--- config.mk ---
export PLATFORM = sky130hd
export DESIGN_NAME = psg_bus_writer_flat
export DESIGN_NICKNAME = d
export VERILOG_FILES = /design/src/rtl/psg_bus_writer_if.sv /design/src/rtl/psg_bus_writer.sv /design/src/flat_wrapper.sv
export SDC_FILE = /design/constraint.sdc
export NUM_CORES = 1
export LEC_CHECK = 0
export CORE_MARGIN = 1.5
export CORE_UTILIZATION = 38
export CTS_CLUSTER_SIZE = 20
export DETAILED_ROUTE_END_ITERATION = 8
export MAX_ROUTING_LAYER = met4
export SLEW_MARGIN = 20
export SYNTH_ARGS = -nofsm -noshare
export SYNTH_HDL_FRONTEND = slang
export SYNTH_SLANG_ARGS = --single-unit
--- constraint.sdc ---
create_clock -name clk -period 2.86 [get_ports clk]
set_clock_uncertainty 0.2 [all_clocks]
set_input_delay 0.572 -clock clk [delete_from_list [all_inputs] [get_ports clk]]
set_output_delay 0.572 -clock clk [all_outputs]
set_load 0.01 [all_outputs]
--- src/rtl/psg_bus_writer_if.sv ---
`default_nettype none
// ============================================================================
// Module   : psg_bus_writer_if
// Brief    : Host write-port bundle for the PSG: write byte, active-low write
//            strobe and the READY handshake back to the host.
// Revision : 1.0 - initial release
// ============================================================================
interface psg_bus_writer_if;
    logic [7:0] data_in;   // host write byte, asynchronous to clk
    logic       we_n;      // host write strobe, active low, asynchronous
    logic       ready;     // 1 = idle and able to accept a write

    // Host side drives the byte and strobe and watches READY
    modport master (
        output data_in,
        output we_n,
        input  ready
    );

    // PSG side samples the byte and strobe and drives READY
    modport slave (
        input  data_in,
        input  we_n,
        output ready
    );
endinterface
`default_nettype wire

--- src/rtl/psg_bus_writer.sv ---
`default_nettype none
// ============================================================================
// Module   : psg_bus_writer
// Brief    : SN76489-compatible host write port and control register file.
//            Synchronizes the asynchronous write pins, decodes latch/data
//            bytes into attenuation, tone and noise registers and models the
//            original chip's write stall with a READY handshake.
// Revision : 1.0 - initial release
// ============================================================================
module psg_bus_writer #(
    parameter int BUSY_CYCLES = 32,   // 1..255 clocks of READY low per write
    parameter int SYNC_STAGES = 2     // 2..3 synchronizer flops
) (
    input  logic                clk,
    input  logic                rst_n,
    psg_bus_writer_if.slave     bus,
    output logic [3:0]          attn0,
    output logic [3:0]          attn1,
    output logic [3:0]          attn2,
    output logic [3:0]          attn3,
    output logic [9:0]          tone0,
    output logic [9:0]          tone1,
    output logic [9:0]          tone2,
    output logic [2:0]          noise_ctrl,
    output logic                noise_reset
);

    localparam logic [7:0] c_busy_load = 8'(BUSY_CYCLES);

    // Synchronizer chains and previous synchronized strobe for edge detection
    logic [SYNC_STAGES-1:0] r_we_sync;
    logic [7:0]             r_data_sync [SYNC_STAGES];
    logic                   r_we_prev;

    // Latched target: channel and volume/tone select
    logic [1:0]             r_tgt_ch;
    logic                   r_tgt_vol;

    // Control register file
    logic [3:0]             r_attn [4];
    logic [9:0]             r_tone [3];
    logic [2:0]             r_noise_ctrl;
    logic                   r_noise_reset;

    // Write-stall counter; READY is high exactly when it is zero
    logic [7:0]             r_busy_cnt;

    logic                   w_we_s;
    logic [7:0]             w_byte;
    logic                   w_ready;
    logic                   w_write;
    logic                   w_is_latch;
    logic [1:0]             w_ch;
    logic                   w_vol;

    assign w_we_s     = r_we_sync[SYNC_STAGES-1];
    assign w_byte     = r_data_sync[SYNC_STAGES-1];
    assign w_ready    = (r_busy_cnt == 8'd0);
    // Falling edge of the synchronized strobe, honoured only while idle
    assign w_write    = r_we_prev & ~w_we_s & w_ready;
    assign w_is_latch = w_byte[7];
    // A latch byte retargets before its low nibble is written
    assign w_ch       = w_is_latch ? w_byte[6:5] : r_tgt_ch;
    assign w_vol      = w_is_latch ? w_byte[4]   : r_tgt_vol;

    // Bring the asynchronous strobe and byte into the clk domain
    always_ff @(posedge clk or negedge rst_n) begin
        if (!rst_n) begin
            r_we_sync <= '1;
            for (int i = 0; i < SYNC_STAGES; i++) begin
                r_data_sync[i] <= 8'h00;
            end
            r_we_prev <= 1'b1;
        end else begin
            r_we_sync      <= {r_we_sync[SYNC_STAGES-2:0], bus.we_n};
            r_data_sync[0] <= bus.data_in;
            for (int i = 1; i < SYNC_STAGES; i++) begin
                r_data_sync[i] <= r_data_sync[i-1];
            end
            r_we_prev <= w_we_s;
        end
    end

    // Load the stall counter on an accepted write and count it down to idle
    always_ff @(posedge clk or negedge rst_n) begin
        if (!rst_n) begin
            r_busy_cnt <= 8'd0;
        end else if (w_write) begin
            r_busy_cnt <= c_busy_load;
        end else if (!w_ready) begin
            r_busy_cnt <= r_busy_cnt - 8'd1;
        end
    end

    // Decode an accepted byte into the latched target and register file
    always_ff @(posedge clk or negedge rst_n) begin
        if (!rst_n) begin
            r_tgt_ch      <= 2'd0;
            r_tgt_vol     <= 1'b0;
            for (int i = 0; i < 4; i++) begin
                r_attn[i] <= 4'hF;
            end
            for (int i = 0; i < 3; i++) begin
                r_tone[i] <= 10'd0;
            end
            r_noise_ctrl  <= 3'd0;
            r_noise_reset <= 1'b0;
        end else begin
            r_noise_reset <= 1'b0;
            if (w_write) begin
                if (w_is_latch) begin
                    r_tgt_ch  <= w_ch;
                    r_tgt_vol <= w_vol;
                end
                if (w_vol) begin
                    for (int i = 0; i < 4; i++) begin
                        if (w_ch == 2'(i)) begin
                            r_attn[i] <= w_byte[3:0];
                        end
                    end
                end else if (w_ch == 2'd3) begin
                    // Any noise-control write reseeds the noise LFSR
                    r_noise_ctrl  <= w_byte[2:0];
                    r_noise_reset <= 1'b1;
                end else begin
                    for (int i = 0; i < 3; i++) begin
                        if (w_ch == 2'(i)) begin
                            if (w_is_latch) begin
                                r_tone[i][3:0] <= w_byte[3:0];
                            end else begin
                                r_tone[i][9:4] <= w_byte[5:0];
                            end
                        end
                    end
                end
            end
        end
    end

    assign bus.ready   = w_ready;
    assign attn0       = r_attn[0];
    assign attn1       = r_attn[1];
    assign attn2       = r_attn[2];
    assign attn3       = r_attn[3];
    assign tone0       = r_tone[0];
    assign tone1       = r_tone[1];
    assign tone2       = r_tone[2];
    assign noise_ctrl  = r_noise_ctrl;
    assign noise_reset = r_noise_reset;

endmodule
`default_nettype wire

--- src/flat_wrapper.sv ---
// flat-port wrapper written by rule: the top's interface ports become plain ports
module psg_bus_writer_flat 
#(
    parameter int BUSY_CYCLES = 32,                                          
    parameter int SYNC_STAGES = 2                               
)
  (clk, rst_n, attn0, attn1, attn2, attn3, tone0, tone1, tone2, noise_ctrl, noise_reset, bus_data_in, bus_we_n, bus_ready);
  psg_bus_writer_if bus_i ();
  input  logic clk;
  input  logic rst_n;
  output logic [3:0] attn0;
  output logic [3:0] attn1;
  output logic [3:0] attn2;
  output logic [3:0] attn3;
  output logic [9:0] tone0;
  output logic [9:0] tone1;
  output logic [9:0] tone2;
  output logic [2:0] noise_ctrl;
  output logic noise_reset;
  input wire logic [$bits(bus_i.data_in)-1:0] bus_data_in;
  input wire logic [$bits(bus_i.we_n)-1:0] bus_we_n;
  output wire logic [$bits(bus_i.ready)-1:0] bus_ready;
  assign bus_i.data_in = bus_data_in;
  assign bus_i.we_n = bus_we_n;
  assign bus_ready = bus_i.ready;
  psg_bus_writer #(.BUSY_CYCLES(BUSY_CYCLES), .SYNC_STAGES(SYNC_STAGES)) u_core (.clk(clk), .rst_n(rst_n), .bus(bus_i), .attn0(attn0), .attn1(attn1), .attn2(attn2), .attn3(attn3), .tone0(tone0), .tone1(tone1), .tone2(tone2), .noise_ctrl(noise_ctrl), .noise_reset(noise_reset));
endmodule
# Word-level counts from Yosys, hierarchy flattened
# Index checks and enable logic that the tools add are counted.
# Widths: inputs -> output; s select.
word_totals:
  register_bits: 80
  input_bits: 11
  out_inout_bits: 51
  elab_cells: 51
op_classes:
  add_sub_neg: 1
  n_eq_ne: 4
  mux: 7
  n_bitwise: 6
  n_reduce_logical: 14
op_table:
  columns: ["cell", "count"]
  rows:
  - ["$reduce_and 5->1", 6]
  - ["$mux 8", 2]
  - ["$reduce_and 3->1", 5]
  - ["$logic_not 8->1", 1]
  - ["$sub 8x1->8 const B", 1]
  - ["$eq 2x2->1 const B", 2]
  - ["$mux 1", 4]
  - ["$not 1->1", 4]
  - ["$and 1x1->1", 2]
  - ["$eq 2x1->1 const B", 1]
  - ["$logic_not 2->1", 1]
  - ["$mux 2", 1]
  - ["$ne 2x2->1 const B", 1]
  - ["$reduce_and 2->1", 1]

# Longest topological paths before layout
depth:
  ltp_word: 5
  ltp_mapped: 8

# Worst setup path before layout
# Ideal clock, no wire load.
synth_path:
  path_kind: "register to register"
  startpoint: "register u_core.r_busy_cnt[0]"
  endpoint: "register u_core.r_tone, in the netlist u_core.tone0[0]"
  setup_ns: 0.128
  t_arrival_ns: 1.975
  slack_ns: 0.557
  stages_incl_launch_ff: 8
  n_path_buf: 1
  cell_sequence: "dfrtp_1 inv_1 ha_1 nor3b_2 nand3_2 or4_1 clkbuf_1 mux2_1"
synth_between:
  elab_chain_cells: 3
synth_rtl:
  columns: ["element", "line", "source"]
  rows:
  - ["start, declared", "psg_bus_writer.sv:46", "logic [7:0] r_busy_cnt;"]
  - ["start signal, assigned", "psg_bus_writer.sv:89", "r_busy_cnt <= c_busy_load;"]
  - ["start signal, assigned", "psg_bus_writer.sv:91", "r_busy_cnt <= r_busy_cnt - 8'd1;"]
  - ["$logic_not 8->1", "psg_bus_writer.sv:58", "assign w_ready = (r_busy_cnt == 8'd0);"]
  - ["$and 1x1->1", "psg_bus_writer.sv:60", "assign w_write = r_we_prev & ~w_we_s & w_ready;"]
  - ["$reduce_and 5->1 (no source line)", null, null]
  - ["end signal, assigned by index", "psg_bus_writer.sv:129", "r_tone[i][3:0] <= w_byte[3:0];"]
  - ["end signal, assigned by index", "psg_bus_writer.sv:131", "r_tone[i][9:4] <= w_byte[5:0];"]
  - ["end, declared", "psg_bus_writer.sv:41", "logic [9:0] r_tone [3];"]
# Every way passes these cells.
# A chain may end at the register's enable or synchronous reset.

# Worst setup path in the final report
layout_path:
  startpoint: "register u_core.r_busy_cnt[0]"
  endpoint: "register u_core.r_tone, in the netlist u_core.tone2[5]"
# Same word-level chain as after synthesis.

==> insert_results.sql <==
INSERT INTO impl_metrics (metric_group, metric, value, unit) VALUES
('global_route', 'grt_antenna_before_repair', '0', ''),
('yosys', 'mappedNetlistNets', '219', ''),
('yosys', 'post_synth_inst_count', '206', ''),
('clock_network', 'cts_tree', 'done', ''),
('power', 'p_leak', '1.78', 'nW'),
('yosys', 'async_set_reset_flop_share_out_of_synthesis', '100', '%'),
('setup_path', 'critPathBufInv', '2', ''),
('die', 'design.portCount', '62', ''),
('setup_path', 'critPathSlowestCell', 'and4b_1', ''),
('drt', 'routed_wire_length_per_instance', '15.1', 'µm'),
('power', 'net_switching_power_figure', '0.706', 'mW'),
('yosys', 'netlist_area', '3080', 'µm²'),
('drt', 'drt_iter0_drc', '53', ''),
('yosys', 'synth_edf_count', '0', ''),
('timing', 'setup_viol', '0', ''),
('timing', 'hold-worst-slack', '152', 'ps'),
('power', 'worst_ir_drop_vdd', '0.365', 'mV'),
('clock_network', 'cts_max_level', '3', ''),
('drt', 'avgViaCountPerCell', '4.79', ''),
('setup_path', 'cp_data_required_time', '2890', 'ps'),
('die', 'fp.coreArea', '7770', 'µm²'),
('job', 'drv.max_cap_violation_count', '0', ''),
('status', 'outcome', 'completed', ''),
('setup_path', 'critical_path_arrival', '2460', 'ps'),
('yosys', 'post_synth.cell_area_avg', '14.9', 'µm²'),
('setup_path', 'worstReg2RegStart', 'u_core.r_busy_cnt[0]$_DFFE_PN0P_', ''),
('setup_path', 'setup.worst_path.class', 'flip-flop to flip-flop', ''),
('die', 'floorplan.die_area', '8650', 'µm²'),
('clock_network', 'maximum_number_of_buffers_from_clock_root_to_sink', '2', ''),
('setup_path', 'cpPeakStageDelay', '430', 'ps'),
('drt', 'drt-pass1-iter-count', '4', ''),
('global_route', 'globalRoute.totalOverflow', '0', ''),
('worst_hold_path', 'min_path_type', 'flip-flop to flip-flop', ''),
('die', 'dieHeight', '93.0', 'µm'),
('global_route', 'grt_max_degree', '42', ''),
('global_route', 'first_global_vias', '1849', ''),
('clock_network', 'clkSinkCount', '80', ''),
('yosys', 'synth_ff_type', 'dfrtp_1', ''),
('yosys', 'synth-seq-cells', '80', ''),
('setup_path', 'reg2reg_slack', '430', 'ps'),
('setup_path', 'crit_path_end_kind', 'flip-flop', ''),
('setup_path', 'worstPathMaxFanout', '7', ''),
('global_route', 'first_pass_grt_wire_length', '9540', 'µm'),
('worst_hold_path', 'whs_path_depth', '0', ''),
('timing', 'slew_headroom', '65.3', '%'),
('yosys', 'synth_warnings', '0', ''),
('die', 'floorplan.initialDensity', '39.6', '%'),
('worst_hold_path', 'worstHoldEndpoint', 'u_core.w_byte[1]$_DFF_PN0_', ''),
('yosys', 'synth.yosys.seq_area_share', '65.8', '%'),
('timing', 'fin_crit_sh', '85.0', '%'),
('final_layout', 'layout-area-overhead-vs-synth', '30.3', '%'),
('place', 'post-place-cells', '361', ''),
('place', 'io_buffers', '61', ''),
('clock_network', 'tritoncts.num_buffers', '9', ''),
('place', 'finalWeightedCongestion', '0.713', ''),
('timing', 'slew_violations', '0', ''),
('final_layout', 'num_antenna_cells', '0', ''),
('setup_path', 'r2r.worst_path.cells', '7', ''),
('die', 'die_w', '93.0', 'µm'),
('setup_path', 'timing.rr.end', 'u_core.tone2[5]$_DFFE_PN0P_', ''),
('place', 'dpl.hpwl', '3980', 'µm'),
('yosys', 'synth.lib_cells_used.distinct', '32', ''),
('global_route', 'grt_util_all_layers', '15.2', '%'),
('power', 'p_int', '1.82', 'mW'),
('timing', 'worst_pin_slew', '517', 'ps'),
('final_layout', 'nNetsFinal', '286', ''),
('final_layout', 'final_cell_mix', '61 x dfrtp_1, 59 x clkdlybuf4s50_1, 49 x mux2_2', ''),
('power', 'power.combinational.fraction', '15.9', '%'),
('power', 'swShare', '27.9', '%'),
('timing', 'hold_viol_final', '0', ''),
('timing', 'finalSetupTns', '0', 'ps');
-- flip-flops by register name (all words and copies together) (netlist names), 2 cells and up --
signal,cells
u_core.r_we_sync,2
u_core.r_tgt_ch,2
u_core.attn2,4
u_core.r_busy_cnt,8
u_core.attn1,4
u_core.tone1,10
u_core.tone0,10
u_core.attn3,4
u_core.noise_ctrl,3
u_core.w_byte,8
u_core.attn0,4
u_core.tone2,10
u_core.r_data_sync,8
-- cells by family after synthesis --
logic type	share of synthesized area [%]
adder cells (fa/ha/maj)	0.813
AO/OA/AOI/OAI	1.91
flip-flops	65.8
XOR/XNOR	1.42
multiplexers	19.4
buffers and inverters	1.99
AND/OR/NAND/NOR	8.62
-- final cells by class --
| cell class | instances | area, µm² |
|---|---|---|
| Sequential cell | 80 | 2030 |
| Multi-Input combinational cell | 110 | 996 |
| Fill cell | 686 | 3760 |
| Clock buffer | 11 | 141 |
| Timing Repair Buffer | 66 | 663 |
| Inverter | 6 | 22.5 |
| Clock inverter | 5 | 32.5 |
| Tap cell | 102 | 128 |
-- power by group through the flow --
stage               clock [mW]  combinational, mW  sequential [mW]
floorplan                    0              0.227             1.39
CTS                      0.767              0.406             1.40
detailed placement           0              0.381             1.41
global route             0.813              0.446             1.42
global placement             0              0.375             1.41
finish                   0.730              0.401             1.40
-- metrics by stage --
step | area [µm²] | worst slack (ps) | utilization [%] | total power [mW]
CTS | 4010 | 79.7 | 51.6 | 2.57
finish | 4010 | 430 | 51.6 | 2.53
global placement | 3800 | 291 | 48.9 | 1.78
detailed placement | 3800 | 221 | 48.9 | 1.80
global route | 4010 | 253 | 51.6 | 2.68
floorplan | 3080 | 557 | - | 1.62
-- cell usage after synthesis, drive strengths merged, types with 3 or more instances --
| cell | number | area (µm²) |
|---|---|---|
| nor3b | 3 | 27.5 |
| nand2 | 5 | 18.8 |
| a31oi | 4 | 25.0 |
| nand4 | 3 | 18.8 |
| clkbuf | 8 | 30.0 |
| nor4 | 3 | 46.3 |
| nand3 | 7 | 40.0 |
| o21ai | 3 | 15.0 |
| nor2 | 8 | 30.0 |
| dfrtp | 61 | 1530 |
| mux2 | 53 | 597 |
| inv | 6 | 22.5 |
| dfstp | 19 | 499 |
| xnor2 | 5 | 43.8 |
-- metal layers --
metal | up-vias | GRT usage, % | wire length, µm
li1 | 857 | - | -
met1 | 903 | 19.8 | 2800
met2 | 50 | 22.2 | 2540
met3 | 9 | 5.12 | 317
met4 | 0 | 5.68 | 89
met5 | - | - | 0
-- worst max path at each step --
stage	start	end	slack, ps	cells after the start
2_1_floorplan	u_core.r_busy_cnt[0]$_DFFE_PN0P_	u_core.tone0[0]$_DFFE_PN0P_	560	7
3_3_place_gp	u_core.r_busy_cnt[0]$_DFFE_PN0P_	bus_ready	290	6
3_5_place_dp	u_core.r_busy_cnt[0]$_DFFE_PN0P_	bus_ready	220	6
4_1_cts	u_core.r_busy_cnt[0]$_DFFE_PN0P_	bus_ready	80	6
5_1_grt	u_core.r_busy_cnt[0]$_DFFE_PN0P_	u_core.tone1[9]$_DFFE_PN0P_	250	7
6_report	u_core.r_busy_cnt[0]$_DFFE_PN0P_	u_core.tone2[5]$_DFFE_PN0P_	430	7
-- timing repair --
action | CTS | global route
resized for setup | 1 | 1
endpoints found under the hold margin | 26 | 0
cloned | 0 | 0
hold buffers | 1 | 0
buffers inserted | 2 | 0
pin swaps | 1 | 0
setup endpoints to repair | 1 | 1
Power figures use the tool's default switching activity.
